$ cat src/rtl/muldiv_unit_if.sv
// EX-stage to multiply/divide unit connection: operation request, HI/LO
// moves and the result/status signals returned to the pipeline.
interface muldiv_unit_if #(parameter int unsigned WIDTH = 32);
    logic             start;
    logic [1:0]       op;
    logic [WIDTH-1:0] rs_val;
    logic [WIDTH-1:0] rt_val;
    logic             hilo_rd;
    logic             hi_we;
    logic             lo_we;
    logic [WIDTH-1:0] wdata;
    logic             cancel;
    logic [WIDTH-1:0] hi;
    logic [WIDTH-1:0] lo;
    logic             busy;
    logic             done;
    logic             stall;

    modport master (
        output start, op, rs_val, rt_val, hilo_rd, hi_we, lo_we, wdata, cancel,
        input  hi, lo, busy, done, stall
    );

    modport slave (
        input  start, op, rs_val, rt_val, hilo_rd, hi_we, lo_we, wdata, cancel,
        output hi, lo, busy, done, stall
    );
endinterface

$ cat src/rtl/muldiv_unit.sv
// Iterative MULT/MULTU/DIV/DIVU sequencer owning HI/LO; one shift-add or
// restoring shift-subtract step per cycle, sign fix-up in a final cycle.
module muldiv_unit #(
    parameter int unsigned WIDTH = 32
) (
    input  logic          clk,
    input  logic          rst,
    muldiv_unit_if.slave  bus
);
    localparam int unsigned CW = $clog2(WIDTH);

    typedef enum logic [1:0] {
        IDLE,
        CALC,
        FIX
    } state_t;

    state_t             state;
    state_t             state_n;
    logic [CW-1:0]      cnt;
    logic [2*WIDTH-1:0] acc;
    logic [WIDTH-1:0]   b_mag;
    logic [WIDTH-1:0]   rs_lat;
    logic               is_div;
    logic               neg_res;
    logic               neg_rem;
    logic [WIDTH-1:0]   hi_r;
    logic [WIDTH-1:0]   lo_r;
    logic               done_r;

    logic               sa;
    logic               sb;
    logic [WIDTH-1:0]   a_in;
    logic [WIDTH-1:0]   b_in;
    logic [WIDTH:0]     add_sum;
    logic [WIDTH:0]     r_shift;
    logic [WIDTH-1:0]   diff;
    logic [2*WIDTH-1:0] mul_next;
    logic [2*WIDTH-1:0] div_next;
    logic [2*WIDTH-1:0] prod;
    logic [WIDTH-1:0]   res_hi;
    logic [WIDTH-1:0]   res_lo;
    logic               accept;

    assign accept = bus.start && !bus.cancel;

    // op[0]=0 selects the signed variants
    always_comb begin
        sa   = !bus.op[0] && bus.rs_val[WIDTH-1];
        sb   = !bus.op[0] && bus.rt_val[WIDTH-1];
        a_in = sa ? -bus.rs_val : bus.rs_val;
        b_in = sb ? -bus.rt_val : bus.rt_val;
    end

    // acc holds {upper, lower}: product high half and unconsumed multiplier
    // for multiply, partial remainder and dividend/quotient bits for divide.
    always_comb begin
        add_sum  = {1'b0, acc[2*WIDTH-1:WIDTH]} + {1'b0, b_mag};
        mul_next = acc[0] ? {add_sum, acc[WIDTH-1:1]}
                          : {1'b0, acc[2*WIDTH-1:WIDTH], acc[WIDTH-1:1]};
        r_shift  = {acc[2*WIDTH-1:WIDTH], acc[WIDTH-1]};
        diff     = r_shift[WIDTH-1:0] - b_mag;
        if (r_shift >= {1'b0, b_mag}) begin
            div_next = {diff, acc[WIDTH-2:0], 1'b1};
        end else begin
            div_next = {r_shift[WIDTH-1:0], acc[WIDTH-2:0], 1'b0};
        end
    end

    always_comb begin
        prod   = neg_res ? -acc : acc;
        res_hi = prod[2*WIDTH-1:WIDTH];
        res_lo = prod[WIDTH-1:0];
        if (is_div) begin
            if (b_mag == '0) begin
                res_lo = '1;
                res_hi = rs_lat;
            end else begin
                res_lo = neg_res ? -acc[WIDTH-1:0] : acc[WIDTH-1:0];
                res_hi = neg_rem ? -acc[2*WIDTH-1:WIDTH] : acc[2*WIDTH-1:WIDTH];
            end
        end
    end

    always_ff @(posedge clk) begin
        if (rst) begin
            state <= IDLE;
        end else begin
            state <= state_n;
        end
    end

    always_comb begin
        state_n = state;
        case (state)
            IDLE: if (accept) state_n = CALC;
            CALC: begin
                if (bus.cancel) begin
                    state_n = IDLE;
                end else if (cnt == CW'(WIDTH-1)) begin
                    state_n = FIX;
                end
            end
            FIX:     state_n = IDLE;
            default: state_n = IDLE;
        endcase
    end

    always_ff @(posedge clk) begin
        if (rst) begin
            cnt     <= '0;
            acc     <= '0;
            b_mag   <= '0;
            rs_lat  <= '0;
            is_div  <= 1'b0;
            neg_res <= 1'b0;
            neg_rem <= 1'b0;
            hi_r    <= '0;
            lo_r    <= '0;
            done_r  <= 1'b0;
        end else begin
            done_r <= 1'b0;
            case (state)
                IDLE: begin
                    if (bus.hi_we) hi_r <= bus.wdata;
                    if (bus.lo_we) lo_r <= bus.wdata;
                    if (accept) begin
                        is_div  <= bus.op[1];
                        neg_res <= sa ^ sb;
                        neg_rem <= sa;
                        acc     <= {{WIDTH{1'b0}}, a_in};
                        b_mag   <= b_in;
                        rs_lat  <= bus.rs_val;
                        cnt     <= '0;
                    end
                end
                CALC: begin
                    if (bus.cancel) begin
                        cnt <= '0;
                    end else begin
                        acc <= is_div ? div_next : mul_next;
                        cnt <= cnt + CW'(1);
                    end
                end
                FIX: begin
                    if (!bus.cancel) begin
                        hi_r   <= res_hi;
                        lo_r   <= res_lo;
                        done_r <= 1'b1;
                    end
                end
                default: ;
            endcase
        end
    end

    assign bus.hi    = hi_r;
    assign bus.lo    = lo_r;
    assign bus.done  = done_r;
    assign bus.busy  = (state != IDLE);
    assign bus.stall = bus.busy && (bus.start || bus.hilo_rd || bus.hi_we || bus.lo_we);
endmodule

$ cat src/flat_wrapper.sv
// flat-port wrapper written by rule: the top's interface ports become plain ports
module muldiv_unit_flat 
#(
    parameter int unsigned WIDTH = 32
)
  (clk, rst, bus_start, bus_op, bus_rs_val, bus_rt_val, bus_hilo_rd, bus_hi_we, bus_lo_we, bus_wdata, bus_cancel, bus_hi, bus_lo, bus_busy, bus_done, bus_stall);
  muldiv_unit_if #(.WIDTH(WIDTH)) bus_i ();
  input  logic clk;
  input  logic rst;
  input wire logic [$bits(bus_i.start)-1:0] bus_start;
  input wire logic [$bits(bus_i.op)-1:0] bus_op;
  input wire logic [$bits(bus_i.rs_val)-1:0] bus_rs_val;
  input wire logic [$bits(bus_i.rt_val)-1:0] bus_rt_val;
  input wire logic [$bits(bus_i.hilo_rd)-1:0] bus_hilo_rd;
  input wire logic [$bits(bus_i.hi_we)-1:0] bus_hi_we;
  input wire logic [$bits(bus_i.lo_we)-1:0] bus_lo_we;
  input wire logic [$bits(bus_i.wdata)-1:0] bus_wdata;
  input wire logic [$bits(bus_i.cancel)-1:0] bus_cancel;
  output wire logic [$bits(bus_i.hi)-1:0] bus_hi;
  output wire logic [$bits(bus_i.lo)-1:0] bus_lo;
  output wire logic [$bits(bus_i.busy)-1:0] bus_busy;
  output wire logic [$bits(bus_i.done)-1:0] bus_done;
  output wire logic [$bits(bus_i.stall)-1:0] bus_stall;
  assign bus_i.start = bus_start;
  assign bus_i.op = bus_op;
  assign bus_i.rs_val = bus_rs_val;
  assign bus_i.rt_val = bus_rt_val;
  assign bus_i.hilo_rd = bus_hilo_rd;
  assign bus_i.hi_we = bus_hi_we;
  assign bus_i.lo_we = bus_lo_we;
  assign bus_i.wdata = bus_wdata;
  assign bus_i.cancel = bus_cancel;
  assign bus_hi = bus_i.hi;
  assign bus_lo = bus_i.lo;
  assign bus_busy = bus_i.busy;
  assign bus_done = bus_i.done;
  assign bus_stall = bus_i.stall;
  muldiv_unit #(.WIDTH(WIDTH)) u_core (.clk(clk), .rst(rst), .bus(bus_i));
endmodule
$ cat config.mk
export PLATFORM = sky130hd
export DESIGN_NAME = muldiv_unit_flat
export DESIGN_NICKNAME = d
export VERILOG_FILES = /design/src/rtl/muldiv_unit_if.sv /design/src/rtl/muldiv_unit.sv /design/src/flat_wrapper.sv
export SDC_FILE = /design/constraint.sdc
export NUM_CORES = 1
export LEC_CHECK = 0
export BUFFER_PORTS_ARGS = -buffer_cell sky130_fd_sc_hd__buf_2
export CAP_MARGIN = 20
export CORE_UTILIZATION = 40
export DETAILED_ROUTE_END_ITERATION = 10
export GPL_ROUTABILITY_DRIVEN = 0
export PLACE_DENSITY_LB_ADDON = 0.15
export SETUP_SLACK_MARGIN = 0.02
export SLEW_MARGIN = 10
export SYNTH_ARGS = -nofsm -noshare
export SYNTH_HDL_FRONTEND = slang
export SYNTH_SLANG_ARGS = --single-unit
export TNS_END_PERCENT = 100
$ cat constraint.sdc
create_clock -name clk -period 3.05 [get_ports clk]
set_input_delay 0.4575 -clock clk [delete_from_list [all_inputs] [get_ports clk]]
set_output_delay 0.4575 -clock clk [all_outputs]
set_load 0.005 [all_outputs]
Yosys cells after proc, flatten, opt, wreduce, memory -nomap -nowiden
Index checks and enable logic that the tools add are counted.

Add/subtract/negate cells: 8. Muxes and demuxes: 29. Eq/ne operators: 9. $lt $le $gt $ge: 1. Bitwise logic cells: 2. Reduce and logical (&&, ||, !) cells: 21.

Operator list (number): 32-bit 2-to-1 mux (12); 64-bit 2-to-1 mux (6); 32-bit negator (4); 32-bit one-hot mux with 2 select lines (2); 64-bit one-hot mux with 2 select lines (1); 64-bit negator (1); 32-bit by 32-bit adder with 33-bit output (1); 33-bit by 32-bit >= comparator with 1-bit output (1); 32-bit logical NOT (1); 32-bit subtractor (1); 5-bit 2-to-1 mux (2); 5-bit one-hot mux with 2 select lines (1); 3-bit AND reduction (3); 2-bit != test, second input constant (4); 2-bit 2-to-1 mux (3); 2-bit AND reduction (3); 2-bit nonzero test (3); 5-bit by 1-bit adder with 5-bit output, second input constant (1); 5-bit equality test, second input constant (1); 1-bit logical AND (4); 2-bit one-hot mux with 2 select lines (1); 1-bit logical OR (3); 3-bit by 2-bit != test with 1-bit output, second input constant (1); 2-bit by 1-bit equality test with 1-bit output, second input constant (1); other kinds (8) (9).

Register bits: 203. Output and inout bits: 67. Input bits: 105.

Logic depth before layout (Yosys ltp)
Depth after elaboration: 6. Gate-level depth with buffers: 13. Mapped depth without buffers: 13.

Worst setup path after synthesis
OpenSTA, ideal clock, no wires.

Path kind: register -> register. Start point: register u_core.acc[31]. End point: register u_core.acc[60]. Path slack: -0.091 ns. Cell stages (with the launch flop): 14. Clock period less this slack: 3.141 ns. Data required time: 2.930 ns. Arrival time: 3.021 ns. Cell sequence: dfxtp_1 > inv_1 > ha_1 > inv_1 > fa_1 > a211oi_1 > o21ai_0 > a21oi_1 > a311oi_1 > a221oi_1 > o21ai_0 > or4_1 > a32oi_1 > nor3b_1.

Cells in the longest elaborated chain, start to end: 5.

RTL lines: from (decl) (RTL line muldiv_unit.sv:21) `logic [2*WIDTH-1:0] acc;`; from (signal assigned) (RTL line muldiv_unit.sv:131) `acc <= {{WIDTH{1'b0}}, a_in};`; from (signal assigned) (RTL line muldiv_unit.sv:141) `acc <= is_div ? div_next : mul_next;`; 32-bit subtractor or 33-bit by 32-bit >= comparator with 1-bit output (tied branches) (RTL line muldiv_unit.sv:62, muldiv_unit.sv:63); 64-bit 2-to-1 mux (*) (RTL line muldiv_unit.sv:63) `if (r_shift >= {1'b0, b_mag}) begin`; 64-bit 2-to-1 mux (*) (RTL line muldiv_unit.sv:141); 64-bit 2-to-1 mux (*) (RTL line muldiv_unit.sv:138) `if (bus.cancel) begin`; 64-bit one-hot mux with 2 select lines (*) (RTL line muldiv_unit.sv:123) `case (state)`.

Every way passes the cells marked *; elsewhere a longest branch is shown, timed or not. The select of a mux whose other input is x is not followed. A chain may end at the register's enable or synchronous reset.

Worst setup path after layout
Start point: register u_core.b_mag[2]. End point: register u_core.acc[61].

Cells in the longest elaborated chain, start to end: 5.

RTL lines: from (decl) (RTL line muldiv_unit.sv:22) `logic [WIDTH-1:0] b_mag;`; from (signal assigned) (RTL line muldiv_unit.sv:132) `b_mag <= b_in;`; 32-bit by 32-bit adder with 33-bit output (tied with other cells) (RTL line muldiv_unit.sv:58) `add_sum = {1'b0, acc[2*WIDTH-1:WIDTH]} + {1'b0, b_mag};`; 64-bit 2-to-1 mux, on equally long branches (RTL line muldiv_unit.sv:59, muldiv_unit.sv:63); 64-bit 2-to-1 mux (*) (RTL line muldiv_unit.sv:141); 64-bit 2-to-1 mux (*) (RTL line muldiv_unit.sv:138); 64-bit one-hot mux with 2 select lines (*) (RTL line muldiv_unit.sv:123).

Marked as above.

==> results by group <==
Yosys
  • Seq cells post-synth: 203
  • Most frequent cell after synthesis: nand2_1
  • Synth cell types: 79
  • Async S/R FF share, synth: 0%
  • Cell area after synthesis: 16600 um2
  • Syn avg cell area: 7.34 um2
  • Top post-synthesis cells by count: 258 x nand2_1, 233 x nor2_1, 220 x a21oi_1
  • Synth area leaders: dfxtp_1 25%, a21oi_1 6.6%, xnor2_1 6.6%, nand2_1 5.8%, ha_1 5.3%
  • Cell count after synthesis: 2257
  • Syn Nets: 2434
  • Sequential area share after synthesis: 24.5%
  • Yosys top cell by area: dfxtp_1
  • Main synth FF type: dfxtp_1
  • Post-synth EDFFs: 0
  • Synth top area share: 24.5%
  • Warning count from the yosys run: 0

Cells and area
  • # diodes: 0
  • Utilization after layout: 51.0%
  • # nets final: 2701
  • Ratio of cells with drive above 1 in the final layout: 23.4%
  • Final instance area: 20800 um2
  • Fill cells: 3933
  • Area Growth Syn to Fin: 25.6%

Place
  • Final HPWL DP: 51000 um
  • Pre-CTS WS: -148 ps
  • Placed inst area: 19300 um2
  • I/O Buffers: 171

Timing
  • Tmin final: 2990 ps
  • Setup-failing EPs final: 0
  • Period utilization: 98.2%
  • RSZ-0062 raised after global routing: true
  • Worst Tran Pin Value: 785 ps
  • Worst Skew: 22.9 ps
  • Final WS setup: 55.4 ps
  • Fin. max-slew vios: 0
  • Slew margin rel.: 47.3%
  • Fin. Hold Viols: 0
  • Fmax: 0.334 GHz

Power
  • Power Density: 412 nW/um2
  • Peak supply drop: 0.350 mV
  • Leakage: 8.70 nW

Routing
  • Post-route ant nets: 0
  • Starting DRT DRC Count: 1720
  • Via Count: 18500
  • Total wire length: 67400 um
  • WL per Instance: 21.9 um
  • Vias per inst: 6.02
  • 1st-pass router iterations: 5
  • DRC Markers: 0

Clocking
  • CTS max path bufs: 3
  • Inserted Clock Buffers: 26
  • H-tree levels: 1
  • CTS Sinks: 203
  • CTS tree: done
  • Clock slew at reported path FFs: 60 ps
  • Root Buffer: clkbuf_16
  • Clock Latency Late Sink: 570 ps
  • Hold Buf Count CTS: 0

Floorplanning
  • Die H: 206 um
  • Core Box Area: 40800 um2
  • Row Count: 74
  • IO Count: 172
  • Initial Utilization: 40.6%
  • Die area: 42200 um2
  • Die X: 206 um

Worst setup path
  • Critical path arrival: 3430 ps
  • Critical Path Start Type: flop
  • Crit Path Category: reg2reg
  • Critical Path RT: 3490 ps
  • Critical path peak fanout: 6
  • Crit path capture type: flop

Global routing
  • Initial antenna violation count: 1
  • Pin count of the biggest net entering global routing: 130
  • Gr usage total: 30.9%
  • Grt ovf: 0
  • Vias in the first global route: 16800
  • First-pass GRT wire length: 101000 um

Flow run
  • Max-cap check violation count: 0

Status
  • Status: complete, no violations

Min path
  • Hold Crit Class: in2reg
where the power goes:
group          switching, W  leakage [nW]  internal [W]
clock network       0.00133         0.446       0.00198
logic               0.00138          6.59      0.000961
registers          0.000120          1.67       0.00280
critical path: stages, from the launching register on:
cell and delay [ps]:
dfxtp_2 400, inv_1 90, ha_4 290, o21a_1 140
o31a_1 210, o31ai_2 80, buf_4 140, a21o_1 200
a211o_1 330, nand2_2 210, nand2_1 220, a221o_1 410
o311a_1 150
layout make-up:
type	count	area (um2)	share of cell area, %
Multi-Input combinational cell	1801	12000	57.7
Tap cell	532	666	3.20
Inverter	65	244	1.17
Timing Repair Buffer	427	2920	14.0
Clock buffer	33	707	3.40
Clock inverter	15	193	0.926
Sequential cell	203	4090	19.6
sequential cells by signal, indices dropped and copies added (netlist names):
signal / count
u_core.cnt: 5
u_core.bus.lo: 32
u_core.neg_res: 1
u_core.bus.hi: 32
u_core.acc: 64
u_core.state: 2
u_core.bus.done: 1
u_core.rs_lat: 32
u_core.neg_rem: 1
u_core.is_div: 1
u_core.b_mag: 32
per-stage QoR:
stage | std cells | hold slack [ps] | setup TNS [ps] | total power, W
CTS | 3068 | 124 | -76.3 | 0.00847
detailed placement | 3010 | 441 | -1700 | 0.00512
finish | 3076 | 139 | 0 | 0.00857
floorplan | 2257 | 433 | 0 | 0.00419
global placement | 3010 | 439 | -942 | 0.00510
global route | 3076 | 130 | -54.3 | 0.00890
cell usage in the layout, fill, tap and decap left out, types with 12 or more instances in the layout:
| cell | count |
|---|---|
| o21ai_0 | 113 |
| xor2_1 | 64 |
| xnor2_1 | 124 |
| or4_1 | 12 |
| buf_2 | 170 |
| a211o_1 | 12 |
| o211ai_1 | 39 |
| mux2i_1 | 38 |
| a31oi_1 | 20 |
| o31ai_1 | 27 |
| nand2_1 | 257 |
| nor2b_1 | 13 |
| nand4_1 | 23 |
| inv_1 | 61 |
| a21oi_1 | 213 |
| a211oi_1 | 85 |
| nor4_1 | 23 |
| clkbuf_16 | 26 |
| or3_1 | 20 |
| ha_1 | 56 |
| o221ai_1 | 35 |
| a21o_1 | 49 |
| a311oi_1 | 15 |
| nand3_1 | 26 |
| nor3_1 | 28 |
| nand2b_1 | 15 |
| o41ai_1 | 17 |
| and3_1 | 16 |
| nor2_1 | 228 |
| dfxtp_1 | 192 |
| o21ai_1 | 13 |
| buf_4 | 244 |
kinds of logic (layout without fill, tap and decap cells):
logic type / count (synthesis) / count (layout) / synth area share [%]
muxes: 45 / 45 / 2.77
DFF: 203 / 203 / 24.5
and+or+nand+nor: 741 / 741 / 21.1
xor gates and xnor gates: 189 / 189 / 9.99
AOI/OAI and AO/OA: 754 / 754 / 30.1
adders and majority gates: 72 / 72 / 5.53
buffers and inverters: 253 / 540 / 5.96
path summary, 6_finish.rpt:
path	to	slack (ps)	cells past startpoint	startpoint
setup / recovery	u_core.acc[61]	60	12	u_core.b_mag[2]
hold / removal	u_core.is_div	140	3	bus_op[1]
setup reg to reg	u_core.acc[61]	60	12	u_core.b_mag[2]
hold reg to reg	u_core.bus.lo[11]	450	2	u_core.bus.lo[11]
per-layer routing:
metal / track usage (%) / share of wire (%)
met5: 0 / 0.021
met3: 4.32 / 9.1
met2: 45.9 / 43
met4: 8.17 / 2.4
met1: 46.1 / 46
what timing repair did:
item                                    4_1_cts  5_1_grt
endpoints found under the hold margin         0        0
pin swaps                                    21       37
resized for setup                            31       79
endpoints found under the setup margin       32       50
setup buffers                                10        9
Power figures use the tool's default switching activity.
